## config.mk

```make
export PLATFORM = sky130hd
export DESIGN_NAME = rr_hold_arbiter
export DESIGN_NICKNAME = d
export VERILOG_FILES = /design/src/rtl/rr_hold_arbiter.sv
export SDC_FILE = /design/constraint.sdc
export NUM_CORES = 1
export LEC_CHECK = 0
export ABC_CLOCK_PERIOD_IN_PS = 3270
export CORE_ASPECT_RATIO = 0.9
export CORE_MARGIN = 2
export CORE_UTILIZATION = 54
export CTS_CLUSTER_SIZE = 8
export DETAILED_ROUTE_END_ITERATION = 8
export GPL_ROUTABILITY_DRIVEN = 0
export PLACE_DENSITY = 0.81
export SLEW_MARGIN = 20
export SYNTH_ARGS = -nofsm -noshare
export SYNTH_HDL_FRONTEND = slang
export SYNTH_SLANG_ARGS = --single-unit
```

## constraint.sdc

```tcl
create_clock -name clock -period 3.27 [get_ports clock]
set_input_delay 0.8175 -clock clock [delete_from_list [all_inputs] [get_ports clock]]
set_output_delay 0.8175 -clock clock [all_outputs]
set_load 0.05 [all_outputs]
```

## src/rtl/rr_hold_arbiter.sv

```systemverilog
// Round-robin arbiter with registered one-hot grant and bounded hold time.
// Optional RR_HOLD_ARBITER_LOCK_EN adds a lock input that suppresses preemption.
module rr_hold_arbiter #(
  parameter int NUM_REQ  = 4,
  parameter int ID_W     = 2,
  parameter int MAX_HOLD = 8
) (
  input  logic               clock,
  input  logic               reset_n,
  input  logic [NUM_REQ-1:0] req,
`ifdef RR_HOLD_ARBITER_LOCK_EN
  input  logic               lock,
`endif
  output logic [NUM_REQ-1:0] gnt,
  output logic [ID_W-1:0]    gnt_id,
  output logic               busy,
  output logic               timeout
);

  localparam int             CNT_W      = $clog2(MAX_HOLD + 2);
  localparam logic [CNT_W-1:0] HOLD_MAX = CNT_W'(MAX_HOLD);
  localparam logic [ID_W:0]  NREQ       = (ID_W+1)'(NUM_REQ);
  localparam logic [ID_W-1:0] LAST_ID   = ID_W'(NUM_REQ - 1);
  localparam bit             PREEMPT_EN = (MAX_HOLD != 0);

  typedef enum logic {IDLE, GRANT} state_t;

  state_t             state, state_n;
  logic [ID_W-1:0]    ptr, ptr_n;
  logic [CNT_W-1:0]   hold_cnt, cnt_n;
  logic [NUM_REQ-1:0] gnt_n;
  logic [ID_W-1:0]    id_n;
  logic               to_n;

  logic [ID_W-1:0]    win_id;
  logic [ID_W:0]      sum;
  logic [ID_W-1:0]    idx;
  logic               own_req, others, lock_ok, preempt;
  logic [ID_W-1:0]    nxt_ptr;

`ifdef RR_HOLD_ARBITER_LOCK_EN
  assign lock_ok = ~lock;
`else
  assign lock_ok = 1'b1;
`endif

  // Scan downward from the farthest offset so the nearest set bit after ptr wins.
  always_comb begin
    win_id = '0;
    sum    = '0;
    idx    = '0;
    for (int k = NUM_REQ - 1; k >= 0; k--) begin
      sum = {1'b0, ptr} + (ID_W+1)'(k);
      if (sum >= NREQ) sum = sum - NREQ;
      idx = sum[ID_W-1:0];
      if (req[idx]) win_id = idx;
    end
  end

  assign own_req = req[gnt_id];
  assign others  = |(req & ~gnt);
  assign preempt = PREEMPT_EN && lock_ok && (hold_cnt == HOLD_MAX) && others;
  assign nxt_ptr = (gnt_id == LAST_ID) ? '0 : gnt_id + ID_W'(1);

  always_comb begin
    state_n = state;
    gnt_n   = gnt;
    id_n    = gnt_id;
    ptr_n   = ptr;
    cnt_n   = hold_cnt;
    to_n    = 1'b0;
    case (state)
      IDLE: begin
        if (|req) begin
          state_n        = GRANT;
          gnt_n          = '0;
          gnt_n[win_id]  = 1'b1;
          id_n           = win_id;
          cnt_n          = CNT_W'(1);
        end
      end
      GRANT: begin
        // Release wins over preemption, so a dropping owner never sees timeout.
        if (!own_req || preempt) begin
          state_n = IDLE;
          gnt_n   = '0;
          ptr_n   = nxt_ptr;
          to_n    = own_req;
        end else if (hold_cnt < HOLD_MAX) begin
          cnt_n = hold_cnt + CNT_W'(1);
        end
      end
      default: state_n = IDLE;
    endcase
  end

  always_ff @(posedge clock) begin
    if (!reset_n) begin
      state    <= IDLE;
      gnt      <= '0;
      gnt_id   <= '0;
      ptr      <= '0;
      hold_cnt <= '0;
      timeout  <= 1'b0;
    end else begin
      state    <= state_n;
      gnt      <= gnt_n;
      gnt_id   <= id_n;
      ptr      <= ptr_n;
      hold_cnt <= cnt_n;
      timeout  <= to_n;
    end
  end

  assign busy = (state == GRANT);

endmodule
```

==> run metrics <==
Resized Gates After CTS 0; final-report hold violation count 0; Max Clock Skew between 2 and 3 ps; pre-CTS WS slightly below 600 ps; sequential cell area 280 um^2; Power Dens Cells 419 nW/um^2; maximum ir drop on the vdd rail just under 0.0003 V; die height 40.9 um; antenna viol nets, final 0; layout cell share with drive strength beyond 1 0.123; cell with the biggest individual delay on the critical path clkdlybuf4s50_1; Num CTS Buffers 3; number of buffers added for setup after CTS 0; Post-layout nets 117; slew of the pin with the lowest slew margin 590 ps; Critical R2R Capture hold_cnt[0]; width of the chip 45.0 um; largest stage delay on the critical path 860 ps; final critical-path required period around 2400 ps; via-per-instance ratio 5.87; worst hold path type reg2reg; Top Family by Delay on Critical Path buffers and inverters; number of DRC violations after detailed routing 0; syn_area_per_cell 8.77 um^2; Setup Total Neg Slack 0 ps; highest-count cells in the layout ignoring fill and taps 14 x dfxtp_1, 13 x clkdlybuf4s50_1, 10 x nand2_1; combined area of all synthesized cells 816 um^2; buffer type at the clock tree root clkbuf_4; post-layout worst setup margin 839 ps; clock tree from TritonCTS built; kind of launch point of the worst setup path register; number of warning messages in the yosys log 0; arrival time at the worst endpoint 1610 ps; clock transition at the registers of the reported paths 70 ps; largest net degree at the start of global routing 15; number of global-route vias before repair 681; number of buffers added to fix hold violations after cts 0; clk sinks 14; Layout Cell Area excl Fill 957 um^2; portion of the post-synthesis area used by sequential elements 0.344; number of pins with negative max-slew slack in the final report 0; number of endpoints failing setup at the final stage 0; deepest clock path buffer count 2; relative slew slack 0.604; capturing element type of the critical path primary output; instance count of the mapped netlist 93; insertion delay of the later-clocked pin in the worst-skew pair roughly 270 ps; type of the setup path with the least slack reg2out; total power 401 uW; most frequent standard cell in the layout excluding fill and tap cells dfxtp_1; aggregate global-route resource usage 0.213; fill cell total of the finished layout 130; outcome completed; ordered list of cells on the worst path clkdlybuf4s50_1; DPL Wire Length 1.29 mm; critical path peak fanout 9; global-route congestion overflow total 0; max frequency approximately 400 MHz; violation count after the first detailed-route iteration 12; per-cell routed wire length 13.4 um; RR Startpoint hold_cnt[0]; Synth Register Bits 14; distinct cell type count after synthesis 34; Mapped Nets 102; area used by multi-input combinational logic around 490 um^2; Die Footprint 1840 um^2; first-pass GRT wire length ~2.8 mm; unrepaired setup endpoints after global routing false; placeable core region 1430 um^2; number of top-level pins 14; Buffers & Inverters on Critical Path 1; FP Rows 13; Vias 710; Hold Path Sink hold_cnt[3]; Lkg Pwr between 0.3 and 0.4 nW; signed area change from the synthesized netlist to the final layout 17.3%; level count of the clock H-tree 1; hold path depth 2; crit share post-route 0.743; Critical Path RT 2450 ps; Placed Area a little over 900 um^2; total wirelength of the detailed-routed design 1.63 mm; Max-cap violations 0; number of detailed-route iterations in the first pass 4; hold path start hold_cnt[0]; count of cells along the worst register-to-register path 7; flop2flop setup slack 1490 ps; # port buffers 13; Starting Density 0.570; antenna fix cells 0; number of antenna violations at the first check in global routing 0
==> logic make-up after synthesis <==
family,share of synthesized area
AOI/OAI and AO/OA,0.196
and+or+nand+nor,0.276
muxes,0.0782
DFF,0.344
adders and majority gates,0.0460
buffers and inverters,0.0598
==> final cells by class <==
class	count	share of cell area
inverter	5	0.0196
multi-input combinational	71	0.508
tap	15	0.0196
timing repair buffer	13	0.136
clock buffer	3	0.0235
sequential	14	0.293
==> Yosys cell counts <==
master	count	area (um^2)
a21oi_1	6	30.0
a21oi_2	2	17.5
a221oi_2	1	15.0
a2bb2oi_1	1	8.76
a31oi_1	1	6.26
a32oi_1	1	8.76
a41o_1	1	10.0
a41oi_2	1	16.3
and2_1	1	6.26
and3_1	2	12.5
and3_2	1	7.51
buf_4	1	7.51
buf_6	2	22.5
dfxtp_1	14	280
ha_1	3	37.5
inv_1	5	18.8
mux2_2	3	33.8
mux2i_1	3	30.0
nand2_1	10	37.5
nand2_2	1	6.26
nand2b_1	3	18.8
nand3_1	4	20.0
nand3b_1	3	22.5
nor2_1	6	22.5
nor3_1	3	15.0
nor3b_1	3	22.5
nor4_1	1	6.26
o21a_1	3	22.5
o21ai_1	1	5.00
o22ai_2	1	12.5
o31ai_1	1	7.51
or2_1	1	6.26
or2b_1	2	15.0
or3_1	1	6.26
==> report_power, final <==
part	internal [mW]	switching, mW	total, mW
logic	0.0456	0.0706	0.116
clock network	0.0426	0.0481	0.0908
registers	0.182	0.0124	0.194
==> sequential cells by signal (all words and copies together), names as in the netlist <==
signal,flops
busy,1
ptr,2
gnt_id,2
hold_cnt,4
gnt,4
timeout,1
==> metrics by stage <==
stage	hold WS [ps]	instances	util
finish	497	121	0.669
global route	531	121	0.669
CTS	500	121	0.669
detailed placement	490	118	0.653
global placement	478	118	0.653
floorplan	454	93	-
==> worst max path at each step <==
stage | depth (start not counted) | to | from | slack [ps]
6_report | 1 | busy | busy | 840
5_1_grt | 6 | hold_cnt[1] | req[2] | 680
4_1_cts | 1 | busy | busy | 820
3_5_place_dp | 6 | hold_cnt[1] | req[2] | 580
3_3_place_gp | 6 | hold_cnt[1] | req[2] | 570
2_1_floorplan | 6 | gnt[0] | gnt_id[0] | 1370
==> per-layer routing <==
metal / GRT usage / share of wire / vias to the layer above
li1: - / - / 363
met5: 0 / 0 / -
met3: 0.0749 / 0.038 / 4
met4: 0.0662 / 0.011 / 0
met2: 0.414 / 0.49 / 12
met1: 0.216 / 0.46 / 331
(Power assumes the default switching activity.)
